==> src/rtl/midi_parser.sv <==
// midi_parser
//
// Purpose:
//   Assembles MIDI channel-voice messages from a stream of received bytes.
//   Each byte comes with a one-cycle strobe. A complete message is presented
//   as three parallel bytes with a one-cycle ready strobe. The parser handles
//   running status and interleaved real-time bytes. It skips SysEx and
//   system-common payloads, and abandons a half-received two-data-byte
//   message after a configurable idle time.
//
// Parameters:
//   TIMEOUT_CYCLES  IO_clk cycles without a non-real-time byte before a
//                   pending first data byte is abandoned (0 = never).
//
// Ports:
//   IO_clk           in   clock
//   IO_rst           in   synchronous active-high reset
//   IO_byte          in   received byte, valid while IO_byte_ready = 1
//   IO_byte_ready    in   one-cycle strobe per received byte
//   IO_MIDI_byte_0   out  status byte of the last emitted message
//   IO_MIDI_byte_1   out  first data byte of the last emitted message
//   IO_MIDI_byte_2   out  second data byte (0x00 for one-data-byte messages)
//   IO_MIDI_ready    out  one-cycle strobe, new message on IO_MIDI_byte_*
//   IO_MIDI_dropped  out  one-cycle strobe, data byte discarded (no status)
//
// Configuration:
//   MIDI_VEL0_NOTE_OFF_EN  when defined, an emitted Note On with velocity 0
//                          is rewritten as Note Off with velocity 0x40.

module midi_parser #(
    parameter int TIMEOUT_CYCLES = 1024
) (
    input  logic       IO_clk,
    input  logic       IO_rst,
    input  logic [7:0] IO_byte,
    input  logic       IO_byte_ready,
    output logic [7:0] IO_MIDI_byte_0,
    output logic [7:0] IO_MIDI_byte_1,
    output logic [7:0] IO_MIDI_byte_2,
    output logic       IO_MIDI_ready,
    output logic       IO_MIDI_dropped
);

    // The counter only needs to reach TIMEOUT_CYCLES, where it saturates.
    localparam int CntW = (TIMEOUT_CYCLES > 0) ? $clog2(TIMEOUT_CYCLES + 1) : 1;
    localparam logic [CntW-1:0] CntMax = CntW'(TIMEOUT_CYCLES);
    localparam bit TimeoutEn = (TIMEOUT_CYCLES > 0);

    typedef enum logic [1:0] {
        IDLE    = 2'd0,
        WAIT_D1 = 2'd1,
        WAIT_D2 = 2'd2,
        SKIP    = 2'd3
    } state_t;

    state_t          state_q, state_d;
    logic [7:0]      rs_q, rs_d;
    logic [1:0]      need_q, need_d;
    logic [7:0]      d1_q, d1_d;
    logic [CntW-1:0] cnt_q, cnt_d;
    logic [7:0]      out0_q, out0_d;
    logic [7:0]      out1_q, out1_d;
    logic [7:0]      out2_q, out2_d;
    logic            ready_q, ready_d;
    logic            dropped_q, dropped_d;

    logic            isRealTime;
    logic            isSystem;
    logic            isVoice;
    logic            isData;
    logic            timeoutHit;
    logic            emit;
    logic [7:0]      emitB0;
    logic [7:0]      emitB1;
    logic [7:0]      emitB2;

    // Byte classification, qualified by the strobe.
    assign isRealTime = IO_byte_ready && (IO_byte[7:3] == 5'b11111);
    assign isSystem   = IO_byte_ready && (IO_byte[7:3] == 5'b11110);
    assign isVoice    = IO_byte_ready && IO_byte[7] && (IO_byte[7:4] != 4'hF);
    assign isData     = IO_byte_ready && !IO_byte[7];

    // Any strobe in the same cycle, even a real-time one, takes priority
    // over the timeout.
    assign timeoutHit = TimeoutEn && (state_q == WAIT_D2) && (cnt_q == CntMax)
                        && !IO_byte_ready;

    // State register and all datapath registers.
    always_ff @(posedge IO_clk) begin
        if (IO_rst) begin
            state_q   <= IDLE;
            rs_q      <= 8'h00;
            need_q    <= 2'd2;
            d1_q      <= 8'h00;
            cnt_q     <= '0;
            out0_q    <= 8'h00;
            out1_q    <= 8'h00;
            out2_q    <= 8'h00;
            ready_q   <= 1'b0;
            dropped_q <= 1'b0;
        end else begin
            state_q   <= state_d;
            rs_q      <= rs_d;
            need_q    <= need_d;
            d1_q      <= d1_d;
            cnt_q     <= cnt_d;
            out0_q    <= out0_d;
            out1_q    <= out1_d;
            out2_q    <= out2_d;
            ready_q   <= ready_d;
            dropped_q <= dropped_d;
        end
    end

    // Idle counter: cleared by any non-real-time byte and held by real-time
    // bytes. Otherwise it counts up to CntMax and stops there.
    always_comb begin
        cnt_d = cnt_q;
        if (IO_byte_ready && !isRealTime) begin
            cnt_d = '0;
        end else if (!IO_byte_ready && (cnt_q != CntMax)) begin
            cnt_d = cnt_q + 1'b1;
        end
    end

    // Next-state and message assembly.
    always_comb begin
        state_d   = state_q;
        rs_d      = rs_q;
        need_d    = need_q;
        d1_d      = d1_q;
        dropped_d = 1'b0;
        emit      = 1'b0;
        emitB0    = rs_q;
        emitB1    = 8'h00;
        emitB2    = 8'h00;

        if (isVoice) begin
            // A new status always restarts assembly. Any partial message is lost.
            rs_d    = IO_byte;
            need_d  = ((IO_byte[7:4] == 4'hC) || (IO_byte[7:4] == 4'hD)) ? 2'd1 : 2'd2;
            state_d = WAIT_D1;
        end else if (isSystem) begin
            rs_d    = 8'h00;
            state_d = SKIP;
        end else if (isData) begin
            unique case (state_q)
                IDLE: begin
                    dropped_d = 1'b1;
                end
                SKIP: begin
                end
                WAIT_D1: begin
                    d1_d = IO_byte;
                    if (need_q == 2'd1) begin
                        emit   = 1'b1;
                        emitB1 = IO_byte;
                    end else begin
                        state_d = WAIT_D2;
                    end
                end
                WAIT_D2: begin
                    emit    = 1'b1;
                    emitB1  = d1_q;
                    emitB2  = IO_byte;
                    state_d = WAIT_D1;
                end
                default: begin
                    state_d = IDLE;
                end
            endcase
        end else if (timeoutHit) begin
            // Keep running status and wait for a fresh first data byte.
            d1_d    = 8'h00;
            state_d = WAIT_D1;
        end
    end

    // Output registers load only on an emit and otherwise hold their value.
    always_comb begin
        out0_d  = out0_q;
        out1_d  = out1_q;
        out2_d  = out2_q;
        ready_d = 1'b0;
        if (emit) begin
            ready_d = 1'b1;
            out0_d  = emitB0;
            out1_d  = emitB1;
            out2_d  = emitB2;
`ifdef MIDI_VEL0_NOTE_OFF_EN
            // Only the emitted copy is rewritten. Running status keeps 0x9n.
            if ((emitB0[7:4] == 4'h9) && (emitB2 == 8'h00)) begin
                out0_d = {4'h8, emitB0[3:0]};
                out2_d = 8'h40;
            end
`endif
        end
    end

    assign IO_MIDI_byte_0  = out0_q;
    assign IO_MIDI_byte_1  = out1_q;
    assign IO_MIDI_byte_2  = out2_q;
    assign IO_MIDI_ready   = ready_q;
    assign IO_MIDI_dropped = dropped_q;

endmodule

==> config.mk <==
export PLATFORM = sky130hd
export DESIGN_NAME = midi_parser
export DESIGN_NICKNAME = d
export VERILOG_FILES = /design/src/rtl/midi_parser.sv
export SDC_FILE = /design/constraint.sdc
export NUM_CORES = 1
export LEC_CHECK = 0
export BUFFER_PORTS_ARGS = -buffer_cell sky130_fd_sc_hd__buf_2
export CORE_ASPECT_RATIO = 0.9
export CORE_MARGIN = 3
export CORE_UTILIZATION = 50
export CTS_CLUSTER_DIAMETER = 30
export DETAILED_ROUTE_END_ITERATION = 10
export MAX_ROUTING_LAYER = met4
export PLACE_DENSITY_LB_ADDON = 0.15
export SETUP_SLACK_MARGIN = 0.15
export SLEW_MARGIN = 0
export SYNTH_ARGS = -nofsm -noshare
export SYNTH_HDL_FRONTEND = slang
export SYNTH_SLANG_ARGS = --single-unit
==> constraint.sdc <==
create_clock -name IO_clk -period 2 [get_ports IO_clk]
set_clock_uncertainty 0.05 [all_clocks]
set_input_delay 0.2 -clock IO_clk [delete_from_list [all_inputs] [get_ports IO_clk]]
set_output_delay 0.2 -clock IO_clk [all_outputs]
set_load 0.01 [all_outputs]
After elaboration in Yosys (flattened, before gate mapping)
Index checks and enable logic that the tools add are counted.
{ "word_totals": {"register_bits": 57, "out_inout_bits": 26, "wordCells": 82} }
{ "op_classes": {"n_addsub": 1, "eq_ne": 15, "mux": 28, "bitwise": 3, "reduce_logical": 24} }
{ "ops": {"columns": ["operator", "n"], "rows": [
  ["8-bit 2-to-1 mux", 13],
  ["8-bit case mux with 2 select lines", 1],
  ["11-bit by 1-bit adder with 11-bit output (second input constant)", 1],
  ["11-bit equality test (second input constant)", 1],
  ["11-bit != test (second input constant)", 1],
  ["5-bit equality test (second input constant)", 2],
  ["2-bit 2-to-1 mux", 5],
  ["1-bit logical AND", 9],
  ["4-bit equality test (second input constant)", 2],
  ["4-bit != test (second input constant)", 2],
  ["1-bit 2-to-1 mux", 7],
  ["3-bit AND reduction", 2],
  ["5-bit by 3-bit != test with 1-bit output (second input constant)", 1],
  ["5-bit != test (second input constant)", 1],
  ["2-bit by 1-bit equality test with 1-bit output (second input constant)", 2],
  ["4-bit by 2-bit != test with 1-bit output (second input constant)", 1],
  ["2-bit case mux with 2 select lines", 1],
  ["4-bit AND reduction", 1],
  ["2-bit nonzero test", 2],
  ["4-bit nonzero test", 1],
  ["2-bit OR reduction", 2],
  ["4-bit OR reduction", 1],
  ["1-bit logical NOT", 3],
  ["1-bit inverter", 3],
  ["other kinds (6)", 6]
]} }

Depth between registers and ports, before layout
Gate-level depths: netlist of the first run.
{ "depth": {"word_depth": 7, "ltp_mapped": 8, "mapped_depth_nobuf": 6} }

Least setup slack after synthesis of the first run
OpenSTA, ideal clock, no wires.
{ "synth_path": {"kind": "register to register", "start": "register state_q[1]", "end": "register out1_q[6] (netlist: IO_MIDI_byte_1[6])", "setup_time_ns": 0.091, "arrival_time_ns": 1.517, "t_required_ns": 1.859, "path_slack_ns": 0.342, "stages_incl_launch_ff": 8, "n_path_buf": 2, "synth_period_minus_slack_ns": 1.658, "path_cell_list": "dfxtp_1 -> inv_1 -> ha_1 -> and3b_1 -> buf_2 -> o211a_4 -> buf_2 -> a311oi_1"} }
{ "synth_between": {"elab_chain_cells": 5, "elab_cells_between_ends": 10, "cone_classes": "eq/ne (2); mux (8)"} }
{ "synth_rtl": {"columns": ["item", "line", "source"], "rows": [
  ["start: declaration", "56", "state_t state_q, state_d;"],
  ["start signal: assignment", "102", "state_q <= state_d;"],
  ["2-bit equality test or 2-bit by 1-bit equality test with 1-bit output (tied branches)", "147", "unique case (state_q)"],
  ["8-bit case mux with 2 select lines or 1-bit case mux with 2 select lines (tied branches)", "147", null],
  ["8-bit 2-to-1 mux or 1-bit 2-to-1 mux (tied branches)", "146", "end else if (isData) begin"],
  ["8-bit 2-to-1 mux or 1-bit 2-to-1 mux (tied branches)", "143", "end else if (isSystem) begin"],
  ["8-bit 2-to-1 mux or 1-bit 2-to-1 mux (tied branches)", "138", "if (isVoice) begin"],
  ["end signal: assignment", "108", "out1_q <= out1_d;"],
  ["end: declaration", "62", "logic [7:0] out1_q, out1_d;"]
]} }
Several ways; a longest one is shown, not always the timed one.
A chain may end at the register's enable or synchronous reset.

Worst setup path in the final report of the first run
{ "layout_path": {"start": "register state_q[1]", "end": "register out1_q[5] (netlist: IO_MIDI_byte_1[5])"} }
The elaborated chain is that of the path after synthesis.

==> metrics.cfg, run 1 <==
[yosys]
synthCells=256
synthArstFlopShare_pct=0
avgSynthCellArea_um2=9.232
synth.distinct_cells=44
ys.warnings.count=0
synth_edf_count=0
ys_seq_area_share_pct=48.28
netlist_area_um2=2364
syn_nets=273
synth_seq_cells=57
synthFlopType=dfxtp_1

[worst_setup_path]
critPathSlowestCell=dfxtp_1
regToRegEndpoint=IO_MIDI_byte_1[5]
cpPeakStageDelay_ns=0.33
crit_family=compound AO/OA/AOI/OAI gates
worstPathArrival_ns=1.86
rr_worst_depth=7
worstPathMaxFanout=23
cp-start-kind=register
critPathBufInv=2
rrSetupSlack_ns=0.29
r2r_start=state_q[1]
path_cells=inv_1 > ha_1 > and3b_1 > o211ai_2 > buf_12 > a221oi_1 > nor3_1
worst_setup_path_end_kind=register
critPathRequiredTime_ns=2.15
critical_path_class=register to register

[finish]
n_fill_cell=411
layout_commonest_cell=dfxtp_1
final_layout_size_suffix_gt1_share_pct=21.89
final_core_util_pct=62.75
synthToLayoutAreaGrowth_pct=19.96
nets=309
num_antenna_cells=0
seq_area_um2=1141
multi_input_comb_area_um2=1120
final_cell_mix=57 x dfxtp_1, 36 x buf_2, 30 x nor2_1, 29 x nand2_1, 19 x a21oi_1

[pwr]
irDropWorstVdd_mv=0.4780
p_per_area_nw_per_um2=925.3
p_leak_uw=0.001158

[global_routing]
first_global_vias=1818
grt_pass1_wl_um=8735
antenna_found_initial=0
overflow=0
grt_max_degree=26
grtUsageTotal_pct=20.55

[timing]
slew_viol_final=0
finalCritPeriodShare_pct=85.52
fin_tns_setup_ns=0
worstMarginPinSlew_ns=0.4550
timing.fmax_mhz=584.7
slew-limit-headroom_pct=69.53
period_needed_ns=1.710
hold_violations=0
setup_viol=0
rsz0062_at_grt=false

[detailed_routing]
dr_total_vias=1919
ant_nets=0
first_iter_violations=143
drc=0
wl_um=5127
wire_per_inst_um=14.28
routed_via_density=5.345
drt_pass1_iterations=4

[clock_network]
htree_levels=3
worst_setup_hold_path_clk_slew_ns=0.06
cts_buffers=9
cts_root_buffer=clkbuf_8
clk_path_buf_depth=2
post-cts-setup-buffer-count=0
ctsResizeCount=0
cts_tree=built
clk_latency_ns=0.33
cts_hold_buf=0
cts.sinks=57

[die]
die_area_um2=5589
boundaryPins=37
die_w_um=78.47
rows=23
core_um2=4518
initial_core_util_pct=52.31
die_h_um=71.23

[place]
gp_congestion=0.8457
port-buffer-count=36
dp_hpwl_um=3462

[min_path]
hold_depth=2
worstHoldEndpoint=d1_q[0]
min_from=IO_byte[0]
holdCritPathClass=primary input to register

[status]
status=finished, final reports clean

[run]
drv_cap=0

-- worst reg2reg max path, delay by kind of cell (launching register included) --
| family | cells | cell delay (ns) |
|---|---|---|
| simple gates | 2 | 0.32 |
| flops | 1 | 0.33 |
| fa+ha+maj | 1 | 0.20 |
| compound gates | 2 | 0.40 |
| buf+inv | 2 | 0.28 |
-- cell families (layout without fill, tap and decap cells) --
family,Yosys count,in the layout,synth area share (%)
AND/OR/NAND/NOR,107,107,24.09
flip-flops,57,57,48.28
AO/OA/AOI/OAI,54,54,16.36
buffers and inverters,22,63,4.341
XOR/XNOR,9,9,3.335
adder cells (fa/ha/maj),6,6,3.176
multiplexers,1,1,0.4235
-- synthesized netlist by cell type, types with 2 or more instances --
library cell	count	area, µm²
nor4_4	2	42.54
xnor2_1	3	26.28
and2_1	3	18.77
and3_2	2	15.01
nor3_1	9	45.04
nand2_1	29	108.9
xor2_1	6	52.55
a31oi_1	3	18.77
dfxtp_1	57	1141
nand3_1	10	50.05
nor3b_1	3	22.52
and4b_1	2	20.02
a21oi_1	19	95.09
nor2b_1	2	12.51
o21ai_0	3	15.01
clkbuf_1	9	33.78
buf_2	4	20.02
nand3b_1	2	15.01
nand2b_1	2	12.51
a22oi_1	6	45.04
ha_1	6	75.07
buf_4	2	15.01
nor2_1	30	112.6
a22o_1	7	61.31
and3b_1	2	17.52
a221oi_1	7	61.31
a311oi_1	2	17.52
inv_1	6	22.52
nand4_1	3	18.77
-- sequential cells by signal, summed over array words and instances (netlist names) --
register,cells
state_q,2
IO_MIDI_ready,1
cnt_q,11
emitB0,8
IO_MIDI_byte_1,8
d1_q,8
IO_MIDI_dropped,1
IO_MIDI_byte_2,8
need_q,2
IO_MIDI_byte_0,8
-- how the worst max path moves through the flow --
stage                              endpoint  cells past startpoint  slack, ns  startpoint
after floorplan           IO_MIDI_byte_1[6]                      7       0.34  state_q[1]
after global placement    IO_MIDI_byte_1[4]                      7       0.37  state_q[1]
after detailed placement  IO_MIDI_byte_1[6]                      6       0.33  state_q[1]
after CTS                 IO_MIDI_byte_1[6]                      6       0.30  state_q[1]
after global routing      IO_MIDI_byte_1[5]                      7       0.15  state_q[1]
final                     IO_MIDI_byte_1[5]                      7       0.29  state_q[1]
-- through the flow --
| stage | power (µW) | setup slack (ns) | cell area (µm²) | cells | hold WS (ns) |
|---|---|---|---|---|---|
| floorplan | 1292 | 0.3421 | 2364 | 256 | 0.2755 |
| global placement | 1341 | 0.3748 | 2591 | 343 | 0.3894 |
| detailed placement | 1342 | 0.3267 | 2591 | 343 | 0.3963 |
| CTS | 2652 | 0.2964 | 2835 | 359 | 0.09284 |
| global route | 2720 | 0.1522 | 2835 | 359 | 0.09330 |
| finish | 2623 | 0.2897 | 2835 | 359 | 0.1117 |
-- cell type report --
cell class | instances | share of cell area (%)
clock inverters | 5 | 3.619
repair buffers | 41 | 8.120
well taps | 62 | 2.736
inverters | 6 | 0.7944
multi-input cells | 177 | 39.50
clock buffers | 11 | 4.987
flip-flops and latches | 57 | 40.25
-- report_power, final --
part	total [µW]	leakage, µW	internal [µW]	switching, µW
registers	1170	0.000461	1160	12.4
logic	149	0.000577	53.6	95.6
clock network	1300	0.000120	860	445
-- routing by layer --
metal	global-route usage (%)	part of all wire [%]
met4	4.854	0.45
met2	27.47	42
met3	7.663	6.7
met5	-	0
met1	29.39	51
Note: power is estimated with default switching activity, not from simulation.
==> run 2, diff against run 1 <==
==> constraint.sdc (replaced) <==
create_clock -name IO_clk -period 1.5 [get_ports IO_clk]
set_clock_uncertainty 0.05 [all_clocks]
set_input_delay 0.15 -clock IO_clk [delete_from_list [all_inputs] [get_ports IO_clk]]
set_output_delay 0.15 -clock IO_clk [all_outputs]
set_load 0.01 [all_outputs]
==> run 2 against run 1 <==
  * The run now ends with setup timing left
  * Die area is the same
  * Combinational power up 90%
  * Via count up 8.9%
  * Sequential cell count unchanged
  * Global-route usage grew 1.2 points
  * Clock power up 24%
  * Routed wire length rose by 16%
  * Utilization rose by 10 points
  * Sequential power up 33%
==> metrics.cfg, run 2 (synthesized netlist as in run 1, its figures left out) <==
[detailed_routing]
first_iter_violations=165  ; +15%
drc=0  ; unchanged
routed_via_density=5.483  ; +2.6%
wire_per_inst_um=15.57  ; +9.0%
drt_pass1_iterations=4  ; unchanged
dr_total_vias=2089  ; +8.9%
ant_nets=0  ; unchanged
wl_um=5931  ; +16%

[clock_network]
cts_buffers=9  ; unchanged
clk_latency_ns=0.34  ; about the same
clk_path_buf_depth=2  ; unchanged
worst_setup_hold_path_clk_slew_ns=0.07  ; about the same
cts_root_buffer=clkbuf_8
cts_tree=built
cts.sinks=57  ; unchanged
htree_levels=3  ; unchanged

[worst_setup_path]
critPathRequiredTime_ns=1.71  ; -0.44 ns
worstPathMaxFanout=11  ; -52%
path_cells=inv_4 > ha_4 > and3b_2 > o211a_4 > buf_12 > a311oi_2
rrSetupSlack_ns=-0.07  ; -0.36 ns
worst_setup_path_end_kind=register
critPathSlowestCell=dfxtp_4
critPathBufInv=2  ; unchanged
cpPeakStageDelay_ns=0.38  ; +0.05 ns
worstPathArrival_ns=1.79  ; -0.07 ns
cp-start-kind=register
crit_family=compound AO/OA/AOI/OAI gates
critical_path_class=register to register

[pwr]
irDropWorstVdd_mv=0.8315  ; +74%
p_leak_uw=0.001333  ; +15%
p_per_area_nw_per_um2=1047  ; +13%
power.share.clock_pct=46.6  ; -3.1 points
p_int_uw=2610  ; +26%
seqPwrFrac_pct=45.2  ; +0.6 points
p_sw_uw=847.3  ; +53%
comb_power_share_pct=8.2  ; +2.5 points
finalPower_uw=3457  ; +32%
p_sw_share_pct=24.51  ; +3.4 points

[timing]
slew_viol_final=0  ; unchanged
hold_violations=0  ; unchanged
worstMarginPinSlew_ns=0.4620  ; +0.006995 ns
setup_viol=33  ; +33
period_needed_ns=1.574  ; -0.1363 ns
rsz0062_at_grt=true
finalCritPeriodShare_pct=104.9  ; +19 points
timing.fmax_mhz=635.3  ; +8.7%
slew-limit-headroom_pct=69.20  ; -0.32 points
fin_tns_setup_ns=-1.456  ; -1.456 ns
fin_ws_ns=-0.07399  ; -0.3637 ns

[finish]
n_fill_cell=346  ; -16%
layout_commonest_cell=dfxtp_1
final_core_util_pct=73.05  ; +10 points
nets=331  ; +7.1%
final_cell_mix=49 x dfxtp_1, 36 x buf_2, 28 x nand2_1, 23 x nor2_1, 20 x buf_4
final_layout_size_suffix_gt1_share_pct=42.63  ; +21 points
largest-register=cnt_q
largest_register_ffs=11  ; unchanged
synthToLayoutAreaGrowth_pct=39.65
final_cells=381  ; +6.1%
num_antenna_cells=0  ; unchanged

[global_routing]
first_global_vias=1880  ; +3.4%
antenna_found_initial=0  ; unchanged
grt_max_degree=25  ; -3.8%
grtUsageTotal_pct=21.78  ; +1.2 points
grt_pass1_wl_um=9142  ; +4.7%
overflow=0  ; unchanged

[status]
violations=setup timing
status=complete, but fails checks

[place]
gp_congestion=0.7937  ; -6.1%
placed_cells=357  ; +4.1%
dp_hpwl_um=3793  ; +9.5%
port-buffer-count=36  ; unchanged

[die]
initial_core_util_pct=52.31  ; unchanged
boundaryPins=37  ; unchanged
die_w_um=78.47  ; unchanged
core_um2=4518  ; unchanged
rows=23  ; unchanged
die_area_um2=5589  ; unchanged
die_h_um=71.23  ; unchanged

[min_path]
holdCritPathClass=primary input to register

[run]
drv_cap=0  ; unchanged

==> run 2: path summary, 6_finish.rpt <==
kind,start,endpoint,cells after the start
setup / recovery,state_q[1],IO_MIDI_byte_1[6],6
hold / removal,IO_byte[1],IO_MIDI_byte_2[1],3
setup reg to reg,state_q[1],IO_MIDI_byte_1[6],6
hold reg to reg,IO_MIDI_byte_2[5],IO_MIDI_byte_2[5],2
==> run 2: power by group through the flow <==
stage / clock (µW) / combinational [µW] / sequential, µW
6_report: 1610 / 283 / 1560
5_1_grt: 1710 / 309 / 1570
4_1_cts: 1650 / 262 / 1560
3_5_place_dp: 0 / 236 / 1600
3_3_place_gp: 0 / 233 / 1600
2_1_floorplan: 0 / 148 / 1600
==> run 2: cell type report <==
class	count	area, µm²	share of cell area, %
well taps	62	77.57	2.350
clock buffers	9	123.9	3.753
inverters	6	25.02	0.7581
flip-flops and latches	57	1159	35.10
clock inverters	7	101.3	3.070
multi-input cells	177	1361	41.24
repair buffers	63	452.9	13.72
==> run 2: worst min-delay path, cell delays in order <==
cell and delay, ns:
buf_2 0.14, nand3_2 0.06, a21oi_1 0.05
==> run 2: what timing repair did <==
action / in CTS / in global routing
hold buffers: 0 / 0
pin swaps: 7 / 7
endpoints found under the setup margin: 37 / 42
gates cloned: 0 / 2
resized for setup: 14 / 33
setup buffers: 4 / 2
==> run 2: per-stage QoR <==
stage	setup slack (ns)	hold slack [ns]	instance area [µm²]
global placement	-0.07614	0.3843	2789
detailed placement	-0.1265	0.3794	2789
CTS	-0.06573	0.007432	3113
floorplan	-0.06089	0.2255	2471
finish	-0.07399	0.05669	3301
global route	-0.1424	0.04179	3301
==> run 2: metal layers <==
metal | GRT usage [%] | routed length [µm]
met1 | 29.13 | 2692
met2 | 31.56 | 2759
met3 | 5.779 | 418
met4 | 8.738 | 60
met5 | - | 0
